## config.mk

```make
export PLATFORM = sky130hd
export DESIGN_NAME = pulse_peak_binner
export DESIGN_NICKNAME = d
export VERILOG_FILES = /design/src/rtl/pulse_peak_binner.sv
export SDC_FILE = /design/constraint.sdc
export NUM_CORES = 1
export LEC_CHECK = 0
export BUFFER_PORTS_ARGS = -buffer_cell sky130_fd_sc_hd__buf_2
export CAP_MARGIN = 20
export CORE_UTILIZATION = 35
export DETAILED_ROUTE_END_ITERATION = 10
export PLACE_DENSITY_LB_ADDON = 0.15
export SETUP_SLACK_MARGIN = 0.15
export SLEW_MARGIN = 5
export SYNTH_ARGS = -nofsm -noshare
export SYNTH_HDL_FRONTEND = slang
export SYNTH_SLANG_ARGS = --single-unit
```

## constraint.sdc

```tcl
create_clock -name clk -period 2.45 [get_ports clk]
set_input_delay 0.49 -clock clk [delete_from_list [all_inputs] [get_ports clk]]
set_output_delay 0.49 -clock clk [all_outputs]
set_load 0.02 [all_outputs]
```

## src/rtl/pulse_peak_binner.sv

```systemverilog
// pulse_peak_binner: threshold pulse detector that emits one histogram increment per pulse at its peak bin.
module pulse_peak_binner #(
    parameter int ADC_W   = 12,
    parameter int AW      = 8,
    parameter int HOLDOFF = 16
) (
    input  logic             clk,
    input  logic             rst,
    input  logic             acq_en,
    input  logic             sample_valid,
    input  logic [ADC_W-1:0] sample,
    input  logic [ADC_W-1:0] threshold,
    input  logic [AW-1:0]    host_addr,
    output logic [AW-1:0]    hist_addr,
    output logic             hist_rw,
    output logic [31:0]      event_count,
    output logic             busy
);
    typedef enum logic [1:0] {IDLE, TRACK, EMIT, HOLD} state_t;
    localparam int CW = HOLDOFF > 1 ? $clog2(HOLDOFF) : 1;
    state_t           state_q, state_d;
    logic [ADC_W-1:0] peak_q, peak_d;
    logic [CW-1:0]    hold_q, hold_d;
    logic             rw_q, rw_d;
    logic [AW-1:0]    addr_q, addr_d;
    logic [31:0]      event_count_q, event_count_d;
    logic             above, emit;
    assign above = sample >= threshold;
    always_comb begin
        state_d = state_q;
        peak_d  = peak_q;
        hold_d  = hold_q;
        case (state_q)
            IDLE: begin
                if (acq_en && sample_valid && above) begin
                    state_d = TRACK;
                    peak_d  = sample;
                end
            end
            TRACK: begin
                if (!acq_en) state_d = IDLE;
                else if (sample_valid && !above) state_d = EMIT;
                else if (sample_valid && sample > peak_q) peak_d = sample;
            end
            EMIT: begin
                state_d = HOLDOFF > 0 ? HOLD : IDLE;
                hold_d  = CW'(HOLDOFF - 1);
            end
            HOLD: begin
                if (hold_q == '0) state_d = IDLE;
                else hold_d = hold_q - 1'b1;
            end
            default: state_d = IDLE;
        endcase
        // outputs are registered on the edge entering EMIT so the increment is visible during EMIT
        emit          = state_q == TRACK && state_d == EMIT;
        rw_d          = !emit;
        addr_d        = emit ? peak_q[ADC_W-1 -: AW] : host_addr;
        event_count_d = emit && !(&event_count_q) ? event_count_q + 32'd1 : event_count_q;
    end
    always_ff @(posedge clk) begin
        if (rst) begin
            state_q       <= IDLE;
            peak_q        <= '0;
            hold_q        <= '0;
            rw_q          <= 1'b1;
            addr_q        <= '0;
            event_count_q <= '0;
        end else begin
            state_q       <= state_d;
            peak_q        <= peak_d;
            hold_q        <= hold_d;
            rw_q          <= rw_d;
            addr_q        <= addr_d;
            event_count_q <= event_count_d;
        end
    end
    assign hist_addr   = addr_q;
    assign hist_rw     = rw_q;
    assign event_count = event_count_q;
    assign busy        = state_q != IDLE;
endmodule

```

==> results of run 1 <==
tightest hold or removal path, delay by kind of cell:
family	cells	cell delay, ns
buffers and inverters	1	0.09
and+or+nand+nor	1	0.04
AOI/OAI and AO/OA	1	0.06
stage by stage:
stage	hold slack, ns	instance area [sq um]	worst slack, ns	util [%]	power, mW
CTS	0.383	4090	0.169	47.2	2.25
finish	0.399	4140	0.234	47.6	2.23
detailed placement	0.459	3870	-0.180	44.6	1.26
global route	0.381	4140	0.130	47.6	2.33
floorplan	0.437	3190	0.152	-	1.15
global placement	0.452	3870	-0.165	44.6	1.25
sequential cells by signal, indices dropped and copies added (netlist names):
signal and cells:
hold_q 4, peak_q 12, hist_rw 1, state_q 2, hist_addr 8, event_count 32
cell type report:
| type | count | area, sq um |
|---|---|---|
| fillers | 925 | 4540 |
| clock buffers | 12 | 145 |
| clock inverters | 4 | 73.8 |
| repair buffers | 106 | 627 |
| flip-flops and latches | 59 | 1180 |
| multi-input cells | 277 | 1840 |
| inverters | 36 | 135 |
| well taps | 108 | 135 |
cell families after synthesis:
group | Yosys count | synth area share, %
mux | 12 | 3.84
flops | 59 | 37.8
compound gates | 92 | 17.5
buf+inv | 50 | 6.29
simple gates | 143 | 23.0
fa+ha+maj | 26 | 10.4
xor+xnor | 4 | 1.12
cell usage after synthesis (all sizes together), types with 4 or more instances:
cell / instances
nor2: 32
or4: 4
buf: 5
nand4: 17
mux2i: 12
nand3: 13
a211oi: 7
or3: 24
o21ai: 27
ha: 26
a21oi: 41
dfxtp: 59
nand2: 38
clkbuf: 9
inv: 36
final timing paths:
kind,endpoint,slack [ns],from,cells past startpoint
max,event_count[29],0.23,sample[4],9
min,hist_addr[3],0.40,host_addr[3],3
max reg2reg,peak_q[11],0.40,peak_q[5],9
min reg2reg,hold_q[0],0.46,hold_q[0],1
per-layer routing:
metal | share of wire (%) | global-route usage, % | wire [microns] | vias up
li1 | - | - | - | 1576
met1 | 49 | 22.6 | 3710 | 1406
met2 | 46 | 26.7 | 3460 | 50
met3 | 3.5 | 3.83 | 261 | 8
met4 | 1.1 | 5.88 | 84 | 0
met5 | 0 | 0 | 0 | -
report_power, final:
| group | internal [mW] | total, mW | switching (mW) |
|---|---|---|---|
| clock | 0.602 | 0.994 | 0.392 |
| sequential | 0.976 | 0.987 | 0.0108 |
| combinational | 0.116 | 0.248 | 0.132 |
| total | 1.69 | 2.23 | 0.535 |
==> results.md, run 1 <==
* Fin nets at 551
* Critical path class: in2reg
* CP arrival at 2.48 ns
* Global-route usage over all layers at 16.9%
* Buffers plus inverters on the worst setup path at 2
* Worst clock skew at 0.00796 ns
* Max Fanout on Critical Path at 12
* Status: finished clean
* Total of max-cap violations at 0
* Delay-heaviest family, CP: compound AO/OA/AOI/OAI gates
* Largest net degree at the start of global routing at 31
* Static leakage at 1.68 nW
* Synth Instances at 386
* Synth Area per Inst at 8.09 sq um
* Dpl cells at 586
* Commonest non-fill, non-tap cell in the layout: buf_2
* Yosys top cell area share at 37.8%
* CTS Buffer Depth at 2
* Die X at 96.5 microns
* Vias in the first global route at 2628
* Placer Congestion at 0.758
* I/O pins at 78
* Postcts setup bufs at 0
* Initial antenna violation count at 0
* Pre-antenna DRT Iters at 6
* Die area at 9310 sq um
* First DRT Iteration DRCs at 95
* Overall routed net length at 7.52 mm
* Dpl hpwl at 5.80 mm
* Yosys warns at 0
* Most frequent cells in the layout: buf_2, dfxtp_1, a21oi_1
* Routed via count at 3040
* Mapped Area at 3120 sq um
* Ant. Diodes at 0
* Drt wl/cell at 12.5 microns
* CTS sink count at 59
* Setup crit end kind: register
* Cell variety after synth at 42
* Hold Fails Final Rpt at 0
* Die Y at 96.5 microns
* Buffers on Ports at 77
* Total CTS buffers at 9
* Peak VDD IR at 0.000219 V
* Worst-path clk slew at 0.07 ns
* Area grow syn2layout at 32.4%
* Critical Path Start Type: primary input
* Hold Crit Class: in2reg
* Slew @ Worst Pin at 0.594 ns
* Crit path cell chain: buf_2, ha_1, a2111oi_4, o21ai_2, a21oi_4, nand4_4, buf_6, or3_1, a21oi_1
* Gates resized, CTS repair at 0
* Crit path time final at 2.22 ns
* Max Slew Vio Count at 0
* Congestion Overflow GR at 0
* Cell taking the most area after synthesis: dfxtp_1
* Rows at 34
* Fraction of layout cells with a size suffix above 1 at 27.3%
* Final worst-path cycle share at 90.4%
* Core ar. at 8680 sq um
* Post-synthesis sequential area ratio at 37.8%
* CP peak stage delay at 0.36 ns
* Final TNS setup at 0 ns
* Root Buffer: clkbuf_8
* Final ANT Viol Nets at 0
* Drt drc at 0
* Req. time, crit path at 2.72 ns
* Number of flops mapped to enable cells by yosys at 0
* Most area-consuming cells after synthesis: dfxtp_1, ha_1, a21oi_1, or3_1, nand2_1
* Slowest CP cell: a2111oi_4
* Most used DFF post-synth: dfxtp_1
* Post-Syn Nets at 448
* Vias per std cell at 5.05
* Htree depth at 3
* First-pass GRT wire length at 12.2 mm
* Latest clock arrival within the worst-skew pair at 0.33 ns
* Rel. slew slack at 60.4%
* Post-CTS Hold Fix Bufs at 0
* Post-synthesis register bit count at 59
* Asr flop ratio synth at 0%
* Non-Filler Instances at 602
* F_max at 451 MHz
* RSZ-0062 raised after global routing: yes
* Power Dens Cells at 539 nW/um^2
* Initial core utilization at 36.0%
* CTS tree: yes
* Finish-stage setup viols at 0
(Power assumes the default switching activity.)
==> run 2, diff against run 1 <==
--- a/config.mk
+++ b/config.mk
@@ -7,7 +7,7 @@
 export LEC_CHECK = 0
 export BUFFER_PORTS_ARGS = -buffer_cell sky130_fd_sc_hd__buf_2
 export CAP_MARGIN = 20
-export CORE_UTILIZATION = 35
+export CORE_UTILIZATION = 48
 export DETAILED_ROUTE_END_ITERATION = 10
 export PLACE_DENSITY_LB_ADDON = 0.15
 export SETUP_SLACK_MARGIN = 0.15
==> results.md, run 2 (synthesis results as in run 1) <==
* Status: finished clean
* Total of max-cap violations at 0
* Htree depth at 3
* Vias per std cell at 5.40
* Congestion Overflow GR at 0
* Dpl hpwl at 5.37 mm
* Critical path class: in2reg
* Commonest non-fill, non-tap cell in the layout: buf_2
* Slew @ Worst Pin at 0.869 ns
* Area grow syn2layout at 31.1%
* First DRT Iteration DRCs at 118
* Critical Path Start Type: primary input
* CTS Buffer Depth at 2
* Setup crit end kind: register
* Rel. slew slack at 42.1%
* Dpl cells at 556
* Final ANT Viol Nets at 0
* CTS sink count at 59
* Ant. Diodes at 0
* Rows at 29
* Cell area after layout at 4100 sq um
* Pre-antenna DRT Iters at 4
* Crit path depth at 10
* CP arrival at 2.46 ns
* Area post-placement at 3830 sq um
* Vias in the first global route at 2651
* Initial antenna violation count at 0
* Peak VDD IR at 0.000339 V
* Largest net degree at the start of global routing at 50
* Power Dens Cells at 485 nW/um^2
* Global-route usage over all layers at 22.1%
* Routed via count at 3097
* Share of the core filled with cells at 64.9%
* CTS tree: yes
* Req. time, crit path at 2.71 ns
* Multi-input gate area at 1860 sq um
* Drt wl/cell at 12.4 microns
* Slowest CP cell: a2111oi_4
* Max Fanout on Critical Path at 7
* Delay-heaviest family, CP: compound AO/OA/AOI/OAI gates
* CP peak stage delay at 0.36 ns
* Buffers plus inverters on the worst setup path at 3
* I/O pins at 78
* RSZ-0062 raised after global routing: yes
* Initial core utilization at 49.5%
* Overall routed net length at 7.15 mm
* Max Slew Vio Count at 0
* Latest clock arrival within the worst-skew pair at 0.34 ns
* Hold path depth at 3
* Reg area at 1180 sq um
* Most frequent cells in the layout: buf_2, dfxtp_1, nand2_1
* # fillers at 550
* Post-CTS Hold Fix Bufs at 0
* Die area at 6840 sq um
* Hold Fails Final Rpt at 0
* Cell mode on critical path: buf_6
* Hold Crit Class: in2reg
* Die Y at 82.7 microns
* Worst R2R Path Depth at 9
* Crit path time final at 2.20 ns
* Fin nets at 555
* Non-Filler Instances at 574
* Die X at 82.7 microns
* PnR Total Power at 1.99 mW
* Fraction of layout cells with a size suffix above 1 at 29.2%
* Worst-path clk slew at 0.07 ns
* Largest register FFs at 32
* Crit path cell chain: buf_6, inv_4, ha_4, a2111oi_4, o21ai_2, a21oi_4, nand4_4, buf_6, or3_1, a21oi_1
* Final worst-path cycle share at 89.9%
* Final TNS setup at 0 ns
* F_max at 454 MHz
* First-pass GRT wire length at 11.4 mm
* Core ar. at 6310 sq um
* Finish-stage setup viols at 0
* Worst clock skew at 0.00666 ns
* Buffers on Ports at 77
* Drt drc at 0
* Root Buffer: clkbuf_8
* Placer Congestion at 0.780
* Total CTS buffers at 9
* Static leakage at 1.68 nW
[run 2: cell types whose count changed in the layout (fill, tap and decap cells not counted), sizes merged]
cell / change
bufinv: -2
clkinv: +1
buf: +4
[run 2: cell type report]
cell class	count	area share, %
Clock buffer	12	3.54
Multi-Input combinational cell	277	45.4
Sequential cell	59	28.8
Inverter	36	3.36
Timing Repair Buffer	110	16.1
Tap cell	77	2.35
Clock inverter	3	0.367
[run 2: tightest hold or removal path, stage by stage]
cell     delay (ns)
buf_2          0.09
nand2_1        0.04
a21oi_1        0.05
[run 2: report_power, final]
part / switching, mW / internal [mW]
combinational: 0.133 / 0.118
sequential: 0.0102 / 0.977
clock: 0.366 / 0.384
total: 0.508 / 1.48
[run 2: timing repair]
| item | 4_1_cts | 5_1_grt |
|---|---|---|
| gates resized for setup | 0 | 19 |
| endpoints found under the setup margin | 0 | 39 |
| setup buffers | 0 | 3 |
[run 2: path summary, 6_finish.rpt]
| path | start | end | slack, ns |
|---|---|---|---|
| max | threshold[5] | event_count[29] | 0.25 |
| min | host_addr[5] | hist_addr[5] | 0.39 |
| max reg2reg | peak_q[5] | peak_q[0] | 0.31 |
| min reg2reg | peak_q[7] | hist_addr[3] | 0.47 |
[run 2: stage by stage]
stage / hold slack (ns) / setup WS, ns
global placement: 0.451 / -0.0787
global route: 0.400 / 0.112
finish: 0.390 / 0.247
floorplan: 0.437 / 0.152
detailed placement: 0.459 / -0.183
CTS: 0.382 / 0.178
[run 2: routing by layer]
| layer | GRT usage (%) | wire length (microns) |
|---|---|---|
| met2 | 38.1 | 3490 |
| met1 | 26.2 | 3200 |
| met3 | 3.85 | 341 |
| met5 | 0 | 0 |
| met4 | 11.2 | 114 |
==> run 3, diff against run 2 <==
--- a/config.mk
+++ b/config.mk
@@ -7,7 +7,7 @@
 export LEC_CHECK = 0
 export BUFFER_PORTS_ARGS = -buffer_cell sky130_fd_sc_hd__buf_2
 export CAP_MARGIN = 20
-export CORE_UTILIZATION = 48
+export CORE_UTILIZATION = 53
 export DETAILED_ROUTE_END_ITERATION = 10
 export PLACE_DENSITY_LB_ADDON = 0.15
 export SETUP_SLACK_MARGIN = 0.15
==> constraint.sdc (replaced) <==
create_clock -name clk -period 2.17 [get_ports clk]
set_input_delay 0.434 -clock clk [delete_from_list [all_inputs] [get_ports clk]]
set_output_delay 0.434 -clock clk [all_outputs]
set_load 0.02 [all_outputs]
==> results.md, run 3 (synthesis results as in run 1) <==
* Setup crit end kind: register
* Vias per std cell at 5.89
* Commonest non-fill, non-tap cell in the layout: buf_2
* Total of max-cap violations at 0
* Worst clock skew at 0.00499 ns
* Pre-antenna DRT Iters at 5
* Most frequent cells in the layout: buf_2, buf_4, dfxtp_1
* Final worst-path cycle share at 100%
* RR Endpoint: peak_q[1]
* Combinational share of power at 16.0%
* Drt drc at 0
* Hold Fails Final Rpt at 0
* Final TNS setup at -0.0112 ns
* Drt wl/cell at 16.5 microns
* Placer Congestion at 0.841
* Share of the core filled with cells at 83.1%
* RR Startpoint: peak_q[11]
* RSZ-0062 raised after global routing: yes
* Worst R2R Path Depth at 9
* Rel. slew slack at 63.4%
* Critical Path Start Type: register
* Total CTS buffers at 9
* Fin nets at 582
* Clock share of power at 38.2%
* Worst Slack Setup Final at -0.0104 ns
* Vias in the first global route at 3026
* Largest net degree at the start of global routing at 29
* Htree depth at 3
* Switching pwr at 640 uW
* Dpl hpwl at 5.69 mm
* Cell area after layout at 4660 sq um
* Sw Share at 26.3%
* CP arrival at 2.38 ns
* Die area at 6210 sq um
* Finish-stage setup viols at 2
* Core ar. at 5610 sq um
* Final ANT Viol Nets at 0
* Buffers on Ports at 77
* Hold Crit Class: in2reg
* I/O pins at 78
* CTS tree: yes
* R2R setup slack at -0.01 ns
* First-pass GRT wire length at 13.2 mm
* Worst-path clk slew at 0.07 ns
* Hold path depth at 3
* Initial antenna violation count at 0
* Failing checks: setup timing
* Req. time, crit path at 2.37 ns
* Peak VDD IR at 0.000370 V
* Rows at 27
* Global-route usage over all layers at 26.6%
* Overall routed net length at 9.81 mm
* Slew @ Worst Pin at 0.548 ns
* Seq pwr share at 45.8%
* Internal power at 1.79 mW
* Hold_sp: host_addr[2]
* Fraction of layout cells with a size suffix above 1 at 44.3%
* Latest clock arrival within the worst-skew pair at 0.33 ns
* Area grow syn2layout at 49.1%
* Max Fanout on Critical Path at 4
* Die X at 78.8 microns
* Area post-placement at 4010 sq um
* Congestion Overflow GR at 0
* Static leakage at 1.86 nW
* Status: complete, but fails checks
* Root Buffer: clkbuf_8
* Initial core utilization at 55.7%
* CTS Buffer Depth at 2
* Worst Hold Endpoint: hist_addr[2]
* CTS sink count at 59
* Crit path time final at 2.18 ns
* F_max at 459 MHz
* Ant. Diodes at 0
* Critical path class: reg2reg
* Routed via count at 3513
* Max Slew Vio Count at 0
* Power Dens Cells at 523 nW/um^2
* Largest register FFs at 32
* First DRT Iteration DRCs at 340
* Die Y at 78.8 microns
## run 3: layout make-up
class	instances	area, sq um
multi-input cells	279	2130
flip-flops and latches	59	1210
fillers	340	950
repair buffers	135	897
clock buffers	13	169
inverters	36	153
well taps	72	90.1
clock inverters	2	10.0
## run 3: power by group through the flow
| stage | Clock [mW] | Sequential, mW | Combinational [mW] |
|---|---|---|---|
| 5_1_grt | 0.990 | 1.12 | 0.420 |
| 3_5_place_dp | 0 | 1.14 | 0.310 |
| 4_1_cts | 0.916 | 1.11 | 0.325 |
| 3_3_place_gp | 0 | 1.14 | 0.297 |
| 6_report | 0.930 | 1.12 | 0.390 |
| 2_1_floorplan | 0 | 1.15 | 0.170 |
## run 3: worst max-delay path by stage
stage	depth (start not counted)	startpoint	end	slack (ns)
2_1_floorplan	9	threshold[5]	event_count[9]	-0.03
3_3_place_gp	10	threshold[5]	event_count[6]	-0.34
3_5_place_dp	10	threshold[5]	event_count[6]	-0.44
4_1_cts	9	sample[5]	event_count[28]	0.03
5_1_grt	9	peak_q[7]	peak_q[10]	-0.07
6_report	9	peak_q[11]	peak_q[1]	-0.01
## run 3: metrics by stage
| step | worst slack, ns | hold WS, ns | power [mW] | instances |
|---|---|---|---|---|
| 6_report | -0.0104 | 0.342 | 2.44 | 596 |
| 5_1_grt | -0.0679 | 0.340 | 2.53 | 596 |
| 4_1_cts | 0.0289 | 0.345 | 2.35 | 581 |
| 3_5_place_dp | -0.439 | 0.453 | 1.45 | 560 |
| 3_3_place_gp | -0.343 | 0.453 | 1.43 | 560 |
| 2_1_floorplan | -0.0257 | 0.437 | 1.32 | 386 |
## run 3: critical path, stage by stage, from the launching register on
cell	delay [ns]
dfxtp_1	0.35
inv_1	0.06
ha_1	0.32
nand4_1	0.15
or4_4	0.56
nand3_2	0.11
a311oi_4	0.06
buf_4	0.20
mux2i_1	0.18
nor2_1	0.05
## run 3: what timing repair did
item                                   in CTS  in global routing
buffers inserted                            5                 14
endpoints found under the hold margin       0                  0
hold buffers                                0                  0
cloned                                      1                  2
pin swaps                                  11                 30
resized for setup                          12                 66
setup endpoints to repair                  38                 40
## run 3: layer usage
layer	vias to the layer above	GRT usage [%]	routed length, microns
met5	-	0	0
li1	1656	-	-
met3	36	5.29	546
met1	1656	32.3	3810
met2	165	47.0	5150
met4	0	7.96	299
